<file path="config.mk">
export PLATFORM = sky130hd
export DESIGN_NAME = nios_dut_pio_out
export DESIGN_NICKNAME = d
export VERILOG_FILES = /design/src/rtl/nios_dut_pio_pkg.sv /design/src/rtl/nios_dut_pio_pulse.sv /design/src/rtl/nios_dut_pio_out.sv
export SDC_FILE = /design/constraint.sdc
export NUM_CORES = 1
export LEC_CHECK = 0
export ABC_AREA = 1
export CAP_MARGIN = 15
export CORE_ASPECT_RATIO = 1.75
export CORE_MARGIN = 2
export CORE_UTILIZATION = 38
export CTS_BUF_LIST = sky130_fd_sc_hd__clkbuf_16
export CTS_CLUSTER_DIAMETER = 150
export CTS_CLUSTER_SIZE = 8
export DETAILED_ROUTE_END_ITERATION = 12
export GPL_TIMING_DRIVEN = 0
export PLACE_DENSITY = 0.79
export SYNTH_ARGS = -nofsm -noshare
export SYNTH_HDL_FRONTEND = slang
export SYNTH_SLANG_ARGS = --single-unit
</file>
<file path="constraint.sdc">
create_clock -name clk -period 1.1 [get_ports clk]
set_input_delay 0.11 -clock clk [delete_from_list [all_inputs] [get_ports clk]]
set_output_delay 0.11 -clock clk [all_outputs]
set_load 0.02 [all_outputs]
</file>
<file path="src/rtl/nios_dut_pio_pkg.sv">
// Shared register map and pulse-engine encoding for the nios_dut_pio_out PIO block.
package nios_dut_pio_pkg;

    localparam logic [2:0] ADDR_DATA   = 3'd0;
    localparam logic [2:0] ADDR_PULSE  = 3'd2;
    localparam logic [2:0] ADDR_OUTSET = 3'd4;
    localparam logic [2:0] ADDR_OUTCLR = 3'd5;

    localparam int unsigned PULSE_CNT_W = 16;

    typedef enum logic {
        PULSE_IDLE   = 1'b0,
        PULSE_ACTIVE = 1'b1
    } pulse_state_e;

endpackage

</file>
<file path="src/rtl/nios_dut_pio_pulse.sv">
// Timed pulse engine: holds a mask high for PULSE_LEN cycles; a load while active ORs in the new mask and restarts the timer.
module nios_dut_pio_pulse
    import nios_dut_pio_pkg::*;
#(
    parameter int unsigned WIDTH     = 20,
    parameter int unsigned PULSE_LEN = 16
) (
    input  logic             clk,
    input  logic             reset,
    input  logic             load,
    input  logic [WIDTH-1:0] mask,
    output logic [WIDTH-1:0] pulse_mask,
    output logic             active
);

    localparam logic [PULSE_CNT_W-1:0] CNT_LOAD = PULSE_CNT_W'(PULSE_LEN - 1);

    pulse_state_e             state_q, state_d;
    logic [PULSE_CNT_W-1:0]   cnt_q, cnt_d;
    logic [WIDTH-1:0]         mask_q, mask_d;

    always_ff @(posedge clk) begin
        if (reset) begin
            state_q <= PULSE_IDLE;
            cnt_q   <= '0;
            mask_q  <= '0;
        end else begin
            state_q <= state_d;
            cnt_q   <= cnt_d;
            mask_q  <= mask_d;
        end
    end

    // A load landing on the expiry cycle takes priority over the clear.
    always_comb begin
        state_d = state_q;
        cnt_d   = cnt_q;
        mask_d  = mask_q;
        case (state_q)
            PULSE_IDLE: begin
                if (load && (mask != '0)) begin
                    mask_d  = mask;
                    cnt_d   = CNT_LOAD;
                    state_d = PULSE_ACTIVE;
                end
            end
            PULSE_ACTIVE: begin
                if (load) begin
                    mask_d = mask_q | mask;
                    cnt_d  = CNT_LOAD;
                end else if (cnt_q != '0) begin
                    cnt_d = cnt_q - PULSE_CNT_W'(1);
                end else begin
                    mask_d  = '0;
                    state_d = PULSE_IDLE;
                end
            end
            default: begin
                mask_d  = '0;
                cnt_d   = '0;
                state_d = PULSE_IDLE;
            end
        endcase
    end

    assign pulse_mask = mask_q;
    assign active     = (state_q == PULSE_ACTIVE);

endmodule

</file>
<file path="src/rtl/nios_dut_pio_out.sv">
// Avalon-MM output PIO with data/outset/outclear registers and registered read-back.
// Optional timed pulse register at address 2 is compiled in by NIOS_DUT_PIO_OUT_PULSE_EN.
module nios_dut_pio_out
    import nios_dut_pio_pkg::*;
#(
    parameter int unsigned WIDTH       = 20,
    parameter logic [31:0] RESET_VALUE = 32'd0,
    parameter int unsigned PULSE_LEN   = 16
) (
    input  logic             clk,
    input  logic             reset,
    input  logic             chipselect,
    input  logic             write_n,
    input  logic [2:0]       address,
    input  logic [31:0]      writedata,
    output logic [31:0]      readdata,
    output logic [WIDTH-1:0] out_port,
    output logic             out_update
);

    logic [WIDTH-1:0] data_q, data_d;
    logic [31:0]      readdata_q, readdata_d;
    logic             out_update_q, out_update_d;
    logic [WIDTH-1:0] pulse_mask;
    logic [WIDTH-1:0] wdata;
    logic             wr_en;

    assign wr_en = chipselect & ~write_n;
    assign wdata = writedata[WIDTH-1:0];

`ifdef NIOS_DUT_PIO_OUT_PULSE_EN
    logic pulse_load;
    logic pulse_active;

    nios_dut_pio_pulse #(
        .WIDTH     (WIDTH),
        .PULSE_LEN (PULSE_LEN)
    ) u_pulse (
        .clk        (clk),
        .reset      (reset),
        .load       (pulse_load),
        .mask       (wdata),
        .pulse_mask (pulse_mask),
        .active     (pulse_active)
    );

    logic unused_pulse_active;
    assign unused_pulse_active = pulse_active;
`else
    assign pulse_mask = '0;
`endif

    if (WIDTH < 32) begin : g_unused_wdata
        logic unused_wdata_hi;
        assign unused_wdata_hi = ^writedata[31:WIDTH];
    end

    always_ff @(posedge clk) begin
        if (reset) begin
            data_q       <= WIDTH'(RESET_VALUE);
            readdata_q   <= '0;
            out_update_q <= 1'b0;
        end else begin
            data_q       <= data_d;
            readdata_q   <= readdata_d;
            out_update_q <= out_update_d;
        end
    end

    // Register writes; unmapped addresses neither change state nor strobe out_update.
    always_comb begin
        data_d       = data_q;
        out_update_d = 1'b0;
`ifdef NIOS_DUT_PIO_OUT_PULSE_EN
        pulse_load   = 1'b0;
`endif
        if (wr_en) begin
            case (address)
                ADDR_DATA: begin
                    data_d       = wdata;
                    out_update_d = 1'b1;
                end
                ADDR_OUTSET: begin
                    data_d       = data_q | wdata;
                    out_update_d = 1'b1;
                end
                ADDR_OUTCLR: begin
                    data_d       = data_q & ~wdata;
                    out_update_d = 1'b1;
                end
`ifdef NIOS_DUT_PIO_OUT_PULSE_EN
                ADDR_PULSE: begin
                    pulse_load   = 1'b1;
                    out_update_d = 1'b1;
                end
`endif
                default: ;
            endcase
        end
    end

    // Read mux samples the current (pre-write) register values.
    always_comb begin
        readdata_d = '0;
        case (address)
            ADDR_DATA:  readdata_d = 32'(data_q);
`ifdef NIOS_DUT_PIO_OUT_PULSE_EN
            ADDR_PULSE: readdata_d = 32'(pulse_mask);
`endif
            default:    readdata_d = '0;
        endcase
    end

    assign readdata   = readdata_q;
    assign out_update = out_update_q;
    assign out_port   = data_q | pulse_mask;

endmodule

</file>
==> results of run 1 <==
==> registers in the layout, summed over array words and instances (netlist names) <==
register / cells
out_port: 20
out_update: 1
readdata: 20
==> final cells by class <==
type | instances | area [um^2] | area share [%]
flip-flops and latches | 41 | 821 | 31.1
multi-input cells | 139 | 683 | 25.9
repair buffers | 71 | 653 | 24.7
plain buffers | 26 | 195 | 7.39
clock buffers | 5 | 125 | 4.74
inverters | 23 | 86.3 | 3.27
well taps | 51 | 63.8 | 2.42
clock inverters | 3 | 12.5 | 0.474
==> what timing repair did <==
action / 4_1_cts / 5_1_grt
pin swaps: 3 / 1
setup endpoints to repair: 82 / 39
buffers inserted: 1 / 0
gates cloned: 3 / 0
resized for setup: 61 / 30
==> synthesized netlist by cell type <==
master     n
clkbuf_1   4
buf_2      6
nand2_1   41
nand3b_1  20
nand3_1   20
dfxtp_1   41
buf_4     14
conb_1     1
buf_6      2
nor2_1    21
nor2_2     1
inv_1     23
or2_1      1
or3_4      1
a21oi_1   21
and2b_2    1
==> how the worst max path moves through the flow <==
stage	start	end	depth (start not counted)
CTS	out_port[19]$_SDFFE_PP0P_	out_port[19]	1
detailed placement	chipselect	out_port[7]$_SDFFE_PP0P_	7
global placement	chipselect	out_port[11]$_SDFFE_PP0P_	7
global route	address[1]	out_port[15]$_SDFFE_PP0P_	6
floorplan	address[1]	readdata[0]$_SDFF_PP0_	4
finish	out_port[15]$_SDFFE_PP0P_	out_port[15]	1
==> cell families (layout without fill, tap and decap cells) <==
group           count (synthesis)  in the layout  synth area share [%]
simple gates                  106            106                  30.3
compound gates                 21             21                  6.17
flops                          41             41                  48.2
buf+inv                        49            128                  15.2
other cells                     1             12                 0.220
==> power by group through the flow <==
stage          combinational (mW)  clock [mW]  sequential [mW]
2_1_floorplan               0.202           0             1.57
3_3_place_gp                0.389           0             1.55
3_5_place_dp                0.396           0             1.55
4_1_cts                     0.408        1.39             1.52
5_1_grt                     0.445        1.45             1.52
6_report                    0.413        1.38             1.52
==> routing by layer <==
metal,vias up,wire (um),track usage (%)
met4,0,124,9.79
met2,61,2420,33.6
met1,745,1630,18.9
li1,839,-,-
met3,11,262,3.71
met5,-,0,0
==> metrics.sh, run 1 <==
DRT_ITER0_DRC=30
YS.WARNINGS.COUNT=0
GRT_ANTENNA_BEFORE_REPAIR=0
OVERALL_GLOBAL_ROUTING_RESOURCE_USAGE_PCT=18.8
CLOCK_POWER_SHARE_PCT=41.7
CTS.REPORTEDPATHS.CLKPINSLEW_NS=0.06
SETUP_VIOL=0
CP_SLOWEST_STAGE_DELAY_NS=0.34
AREA_GROWTH_SYN_TO_LAYOUT_PCT=54.9
FIN_TOTAL_PWR_mW=3.31
DIE_W_UM=54.6
INITIAL_UTILIZATION_PCT=39.0
TOP_DELAY_FAMILY_ON_CRIT_PATH='flip-flops'
IO_BUFFERS=67
WORST_R2R_PATH_DEPTH=2
IR_WORST_VDD_uV=1090
UNREPAIRED_SETUP_ENDPOINTS_AFTER_GLOBAL_ROUTING='no'
FINAL_HOLD_VIOLATING_ENDPOINTS=0
GRT_PASS1_WL_UM=6950
WORST-PATH-MAX-FANOUT=3
MAX_CLOCK_SKEW_NS=0.000743
CP_CELL_SEQUENCE='dlygate4sd2_1'
SYNTH_TOP_AREA_SHARE_PCT=48.2
HOLD_PATH_CLASS='in -> reg'
VIASPERCELL=4.61
LAYOUT_COMMONEST_CELL='dfxtp_1'
FRACTION_OF_POWER_CONSUMED_BY_COMBINATIONAL_CELLS_PCT=12.5
INTERNAL_POWER_mW=2.52
SYNTHESIS.INSTANCES=218
SEQ_POWER_SHARE_PCT=45.8
DETAIL_ROUTE.DRC_VIOLATIONS=0
HOLD-PATH-CELL-COUNT=5
CTS_ROOT_BUFFER='clkbuf_16'
TOTAL_SWITCHING_POWER_uW=783
PERIOD_NEEDED_NS=1.07
SETUP_SLACK_AFTER_PLACEMENT_NS=-0.565
ROUTABILITYCONGESTION=0.742
ARRIVAL_NS=0.96
GR-TOTAL-OVERFLOW=0
FLOORPLAN.DIE.HEIGHT_UM=92.6
FINAL.SETUP.TNS_NS=0
LAYOUT_COMMON_CELLS='dfxtp_1, nand2_1, dlygate4sd2_1'
HOLD_END='out_port[2]$_SDFFE_PP0P_'
FMAX_MHz=933
DESIGN.FINAL.NETS=346
FF2FF_SETUP_SLACK_NS=0.44
R2R_START='out_port[17]$_SDFFE_PP0P_'
DR.PASS1.ITERS=4
MIN_PERIOD_OVER_PERIOD_PCT=97.4
ROUTE.ANTENNA.REMAINING_NETS=0
FIN_UTIL_PCT=60.5
DETAILED_PLACE_HPWL_UM=3180
DESIGN_AREA_MM2=0.00264
ROW_COUNT=32
STDCELL_COUNT=359
ROUTED-VIA-COUNT=1656
DIE_AREA_MM2=0.00506
SYNTH_AREA_MM2=0.00170
DRT_WL_TOTAL_UM=4440
YOSYS_REGISTER_BITS=41
WORSTSETUPSTARTPOINTTYPE='flip-flop'
FILLER_CELL_COUNT=399
LARGEST_NET_DEGREE_AT_THE_START_OF_GLOBAL_ROUTING=13
PLACED_CELL_AREA_MM2=0.00248
FRACTION_OF_POWER_SPENT_SWITCHING_NETS_PCT=23.7
CRITICAL_PATH.N_BUFFERS_INVERTERS=1
WORST_HOLD_STARTPOINT='write_n'
TRITONCTS='built'
YOSYS-TOP-CELLS-AREA='dfxtp_1, nand2_1, nand3b_1'
ANTENNADIODECOUNT=0
YOSYSTOPAREACELL='dfxtp_1'
POST_SYNTH.CELL_AREA_AVG_UM2=7.82
DRV_CAP=0
TIMING.FINAL.WS_SETUP_NS=0.0283
CTS_NUM_SINKS=41
SLEW_VIOL_FINAL=0
HOLD_SLACK_NS=0.280
REG2REG_TO='out_port[17]$_SDFFE_PP0P_'
CTSHTREEMAXLEVEL=2
WORST-SETUP-PATH-TYPE='reg -> out'
INSERTION_DELAY_NS=0.28
CLK_PATH_BUF_DEPTH=2
CTS_BUF_COUNT=5
SYNTHDISTINCTLIBCELLS=16
CRITICAL-PATH-SLOWEST-CELL='dfxtp_1'
RUN_STATUS='completed'
PLACE.DETAILED.INSTANCES=347
CTS_HOLD_BUFFERS=0
ROUTED_WIRE_LENGTH_PER_INSTANCE_UM=12.4
CORE-AREA_MM2=0.00436
FINAL_LAYOUT_SIZE_SUFFIX_GT1_SHARE_PCT=15.9
DESIGN.PORTCOUNT=92
ENDPOINT_KIND='primary output'
POWER.STATIC_LEAKAGE_nW=1.13
FIRST_GLOBAL_VIAS=1547
SYNTH.YOSYS.SEQ_AREA_SHARE_PCT=48.2
POWER_PER_CELL_AREA_mW_PER_MM2=1250
CRITPATHREQUIREDTIME_NS=0.99
Power figures use the tool's default switching activity.
==> run 2: changes to the inputs <==
CORE_ASPECT_RATIO = 0.9   (was 1.75)
clock period = 1.2 ns   (was 1.1 ns; I/O delays follow)
==> run 2 against run 1 <==
Net effect: final cell count grew 2.5%; highest routed layer unchanged; via count shrank 0.72%; wire length is 3.6% lower; largest cell class unchanged.
==> metrics.sh, run 2 (synthesized netlist as in run 1, its figures left out) <==
PLACED_CELL_AREA_MM2=0.00249
AREA_GROWTH_SYN_TO_LAYOUT_PCT=57.2
CTS_BUF_COUNT=5
TIMING.CRITICAL_PATH.FROM='out_port[8]$_SDFFE_PP0P_'
CP_SLOWEST_STAGE_DELAY_NS=0.38
FLOORPLAN.DIE.HEIGHT_UM=67.5
CRITICAL_PATH.ENDPOINT='out_port[8]'
PERIOD_NEEDED_NS=1.13
DRV_CAP=0
FINAL_HOLD_VIOLATING_ENDPOINTS=0
INITIAL_UTILIZATION_PCT=39.0
RUN_STATUS='completed'
POWER.STATIC_LEAKAGE_nW=1.19
SLEW_VIOL_FINAL=0
GRT_ANTENNA_BEFORE_REPAIR=0
GRT_PASS1_WL_UM=6670
CRITICAL_PATH.N_BUFFERS_INVERTERS=1
R2R_START='out_port[8]$_SDFFE_PP0P_'
DETAILED_PLACE_HPWL_UM=2950
WORSTSETUPSTARTPOINTTYPE='flip-flop'
WORST_HOLD_STARTPOINT='address[1]'
ENDPOINT_KIND='primary output'
ROUTE.ANTENNA.REMAINING_NETS=0
DIE_W_UM=74.6
LEVELS_ON_CRIT_PATH=1
ROUTABILITYCONGESTION=0.698
SETUP_VIOL=0
CRITPATHREQUIREDTIME_NS=1.08
CTS.REPORTEDPATHS.CLKPINSLEW_NS=0.06
HOLD_PATH_CLASS='in -> reg'
REG2REG_TO='out_port[8]$_SDFFE_PP0P_'
FIN_TOTAL_PWR_mW=3.25
MIN_PERIOD_OVER_PERIOD_PCT=94.0
TOP_DELAY_FAMILY_ON_CRIT_PATH='flip-flops'
LAYOUT_COMMON_CELLS='nand2_1, dfxtp_1, dlygate4sd2_1'
IO_BUFFERS=67
UNREPAIRED_SETUP_ENDPOINTS_AFTER_GLOBAL_ROUTING='no'
POWER_PER_CELL_AREA_mW_PER_MM2=1210
DR.PASS1.ITERS=4
ROUTED-VIA-COUNT=1644
OVERALL_GLOBAL_ROUTING_RESOURCE_USAGE_PCT=17.6
FINAL_LAYOUT_SIZE_SUFFIX_GT1_SHARE_PCT=13.1
DESIGN.PORTCOUNT=92
DRT_WL_TOTAL_UM=4280
DETAIL_ROUTE.DRC_VIOLATIONS=0
DIE_AREA_MM2=0.00504
INSERTION_DELAY_NS=0.28
FMAX_MHz=887
CLK_PATH_BUF_DEPTH=2
CTS_ROOT_BUFFER='clkbuf_16'
ROUTED_WIRE_LENGTH_PER_INSTANCE_UM=11.6
DESIGN_AREA_MM2=0.00268
CP_CELL_SEQUENCE='dlygate4sd2_1'
MAX_CLOCK_SKEW_NS=0.00202
CRITICAL-PATH-SLOWEST-CELL='dfxtp_1'
WORST-PATH-MAX-FANOUT=3
IR_WORST_VDD_uV=656
WORST-SETUP-PATH-TYPE='reg -> out'
FIRST_GLOBAL_VIAS=1505
LARGEST_NET_DEGREE_AT_THE_START_OF_GLOBAL_ROUTING=14
DESIGN.FINAL.NETS=344
ARRIVAL_NS=1.01
CORE-AREA_MM2=0.00437
DRT_ITER0_DRC=46
CTS_NUM_SINKS=41
FF2FF_SETUP_SLACK_NS=0.55
WORST_R2R_PATH_DEPTH=2
ANTENNADIODECOUNT=0
CTS_HOLD_BUFFERS=0
CTSHTREEMAXLEVEL=2
ROW_COUNT=23
VIASPERCELL=4.47
GR-TOTAL-OVERFLOW=0
TRITONCTS='built'
-- run 2: cell types whose count changed in the layout (fill, tap and decap cells not counted), sizes merged --
cell / before / now
clkinvlp: 0 / 1
bufinv: 0 / 1
clkbuf: 15 / 8
dlygate4sd2: 24 / 41
dlymetal6s2s: 2 / 3
clkinv: 3 / 1
clkdlybuf4s15: 15 / 0
clkdlybuf4s50: 21 / 23
-- run 2: metrics by stage --
step / setup slack [ns] / utilization [%] / TNS [ns] / cells / hold slack [ns]
6_report: 0.0724 / 61.2 / 0 / 368 / 0.346
5_1_grt: 0.0315 / 61.2 / 0 / 368 / 0.381
4_1_cts: -0.00408 / 60.0 / -0.00408 / 366 / 0.413
3_5_place_dp: -0.466 / 57.0 / -14.04 / 358 / 0.435
3_3_place_gp: -0.455 / 57.0 / -13.92 / 358 / 0.431
2_1_floorplan: 0.259 / - / 0 / 229 / 0.189
-- run 2: final cells by class --
| class | count | area (um^2) |
|---|---|---|
| plain buffers | 26 | 194 |
| clock buffers | 5 | 125 |
| clock inverters | 3 | 41.3 |
| fillers | 400 | 1700 |
| inverters | 23 | 86.3 |
| multi-input cells | 139 | 692 |
| flip-flops and latches | 41 | 821 |
| well taps | 62 | 77.6 |
| repair buffers | 69 | 642 |
-- run 2: worst min-delay path, cell delays in order --
cell	delay, ns
dlymetal6s2s_1	0.17
a21oi_4	0.07
nand3_1	0.07
nand2_1	0.04
a21oi_1	0.11
-- run 2: report_power, final --
group | internal (mW) | switching [mW]
clock network | 0.972 | 0.516
registers | 1.38 | 0.0104
logic | 0.183 | 0.193
-- run 2: repair_timing --
item	CTS	global route
gates cloned	0	2
resized for setup	48	16
setup endpoints to repair	61	38
setup buffers	0	0
-- run 2: worst min path at each step --
stage,to,slack [ns],depth (start not counted)
CTS,out_port[9]$_SDFFE_PP0P_,0.41,3
detailed placement,readdata[6]$_SDFF_PP0_,0.44,2
global route,out_port[2]$_SDFFE_PP0P_,0.38,5
global placement,readdata[0]$_SDFF_PP0_,0.43,2
floorplan,out_port[2]$_SDFFE_PP0P_,0.19,1
finish,out_port[2]$_SDFFE_PP0P_,0.35,5
-- run 2: routing by layer --
| layer | track usage [%] | part of all wire [%] |
|---|---|---|
| met1 | 21.5 | 43 |
| met2 | 29.0 | 48 |
| met3 | 4.78 | 6.6 |
| met4 | 8.04 | 1.9 |
| met5 | 0 | 0 |
==> run 3: changes to the inputs <==
PLACE_DENSITY = unset   (was 0.79)
PLACE_DENSITY_LB_ADDON = 0.3   (was unset)
==> run 3 against run 2 <==
Net effect: clock skew increased by 0.00099 ns; die area unchanged; non-clock buffer count fell by 2; via count is 4.0% lower; register-to-register slack improved by 0.04 ns; fmax up 2.7%; critical path type unchanged; critical endpoint is now out_port[19]; largest power group is now registers.
==> metrics.sh, run 3 (synthesized netlist as in run 1, its figures left out) <==
CORE-AREA_MM2=0.00437
POWER.STATIC_LEAKAGE_nW=1.18
CLK_PATH_BUF_DEPTH=2
SETUP_VIOL=0
FIRST_GLOBAL_VIAS=1430
WORST_R2R_PATH_DEPTH=2
DRV_CAP=0
CTSHTREEMAXLEVEL=2
PERIOD_NEEDED_NS=1.10
HOLD_PATH_CLASS='in -> reg'
LAYOUT_COMMON_CELLS='dlygate4sd2_1, nand2_1, dfxtp_1'
WORST-PATH-MAX-FANOUT=3
CTS_HOLD_BUFFERS=0
CTS_NUM_SINKS=41
DIE_W_UM=74.6
DESIGN.PORTCOUNT=92
CTS_ROOT_BUFFER='clkbuf_16'
ROUTABILITYCONGESTION=0.767
DIE_AREA_MM2=0.00504
FLOORPLAN.DIE.HEIGHT_UM=67.5
GRT_ANTENNA_BEFORE_REPAIR=0
CTS.REPORTEDPATHS.CLKPINSLEW_NS=0.06
TIMING.FINAL.WS_SETUP_NS=0.102
GRT_PASS1_WL_UM=6600
TIMING.CRITICAL_PATH.FROM='out_port[19]$_SDFFE_PP0P_'
INITIAL_UTILIZATION_PCT=39.0
SLEW-LIMIT-HEADROOM_PCT=65.7
MAX_CLOCK_SKEW_NS=0.00301
ANTENNADIODECOUNT=0
REG2REG_TO='out_port[6]$_SDFFE_PP0P_'
SETUP_SLACK_AFTER_PLACEMENT_NS=-0.436
RUN_STATUS='completed'
PLACED_CELL_AREA_MM2=0.00249
WORST-SETUP-PATH-TYPE='reg -> out'
DRT_WL_TOTAL_UM=4070
CP_SLOWEST_STAGE_DELAY_NS=0.36
UNREPAIRED_SETUP_ENDPOINTS_AFTER_GLOBAL_ROUTING='no'
IR_WORST_VDD_uV=575
LEVELS_ON_CRIT_PATH=1
FF2FF_SETUP_SLACK_NS=0.59
CTS_BUF_COUNT=5
WORSTSETUPSTARTPOINTTYPE='flip-flop'
GR-TOTAL-OVERFLOW=0
ROUTED-VIA-COUNT=1579
ARRIVAL_NS=0.98
LAYOUT_COMMONEST_CELL='dlygate4sd2_1'
POWER_PER_CELL_AREA_mW_PER_MM2=1140
MIN_PERIOD_OVER_PERIOD_PCT=91.5
SLEW_VIOL_FINAL=0
OVERALL_GLOBAL_ROUTING_RESOURCE_USAGE_PCT=17.6
DRT_ITER0_DRC=74
LARGEST_NET_DEGREE_AT_THE_START_OF_GLOBAL_ROUTING=12
CRITICAL_PATH.N_BUFFERS_INVERTERS=1
CRITICAL-PATH-SLOWEST-CELL='dlygate4sd2_1'
CRITICAL_PATH.ENDPOINT='out_port[19]'
TRITONCTS='built'
FIN_UTIL_PCT=60.1
FMAX_MHz=911
DETAIL_ROUTE.DRC_VIOLATIONS=0
R2R_START='out_port[6]$_SDFFE_PP0P_'
FINAL.SETUP.TNS_NS=0
DESIGN_AREA_MM2=0.00263
ENDPOINT_KIND='primary output'
WORST_PIN_SLEW_NS=0.515
FINAL_HOLD_VIOLATING_ENDPOINTS=0
CRITPATHREQUIREDTIME_NS=1.08
DESIGN.FINAL.NETS=342
IO_BUFFERS=67
ROUTED_WIRE_LENGTH_PER_INSTANCE_UM=11.1
DETAILED_PLACE_HPWL_UM=2920
FINAL_LAYOUT_SIZE_SUFFIX_GT1_SHARE_PCT=11.5
ROW_COUNT=23
ROUTE.ANTENNA.REMAINING_NETS=0
INSERTION_DELAY_NS=0.28
DR.PASS1.ITERS=4
VIASPERCELL=4.31
CP_CELL_SEQUENCE='dlygate4sd2_1'
AREA_GROWTH_SYN_TO_LAYOUT_PCT=54.2
TOP_DELAY_FAMILY_ON_CRIT_PATH='buffers and inverters'
[run 3: cell count changes in the layout (fill, tap and decap cells not counted), sizes merged]
cell          previous run  this run
buf                     25        22
inv                     23        26
bufinv                   1         0
clkbuf                   8         9
clkinv                   1         0
clkinvlp                 1         0
dlygate4sd2             41        42
dlymetal6s2s             3         2
[run 3: how the worst min path moves through the flow]
stage / from / depth (start not counted) / slack (ns) / end
6_report: address[0] / 5 / 0.33 / out_port[2]$_SDFFE_PP0P_
3_5_place_dp: out_port[10]$_SDFFE_PP0P_ / 2 / 0.44 / readdata[10]$_SDFF_PP0_
5_1_grt: address[0] / 5 / 0.39 / out_update$_SDFF_PP0_
4_1_cts: address[1] / 5 / 0.39 / out_port[2]$_SDFFE_PP0P_
2_1_floorplan: reset / 1 / 0.19 / out_port[2]$_SDFFE_PP0P_
3_3_place_gp: out_port[9]$_SDFFE_PP0P_ / 2 / 0.43 / readdata[9]$_SDFF_PP0_
[run 3: layer usage]
layer,track usage (%),share of wire [%]
met5,0,0
met4,7.37,1.8
met3,4.93,6.6
met2,28.5,48
met1,22.1,44
[run 3: cell type report]
class / count / area (um^2)
clock inverters: 3 / 11.3
flip-flops and latches: 41 / 821
multi-input cells: 139 / 683
well taps: 62 / 77.6
fillers: 407 / 1750
clock buffers: 5 / 125
plain buffers: 26 / 200
repair buffers: 67 / 623
inverters: 23 / 86.3
[run 3: through the flow]
step           hold WS, ns  power [mW]  std cells
2_1_floorplan        0.189        1.62        229
3_5_place_dp         0.437        1.78        358
4_1_cts              0.394        3.01        366
3_3_place_gp         0.431        1.78        358
6_report             0.328        2.99        366
5_1_grt              0.387        3.11        366
[run 3: worst reg2reg max path, stage by stage (launching register included)]
cell and delay (ns):
dfxtp_1 0.34, nand2_1 0.07, a21oi_1 0.13
[run 3: what timing repair did]
action	4_1_cts	5_1_grt
endpoints found under the setup margin	62	36
gates resized for setup	48	12
gates cloned	0	0
buffers inserted	0	0
[run 3: power by group]
part / switching (mW) / internal (mW)
logic: 0.186 / 0.180
clock network: 0.491 / 0.747
registers: 0.00984 / 1.38
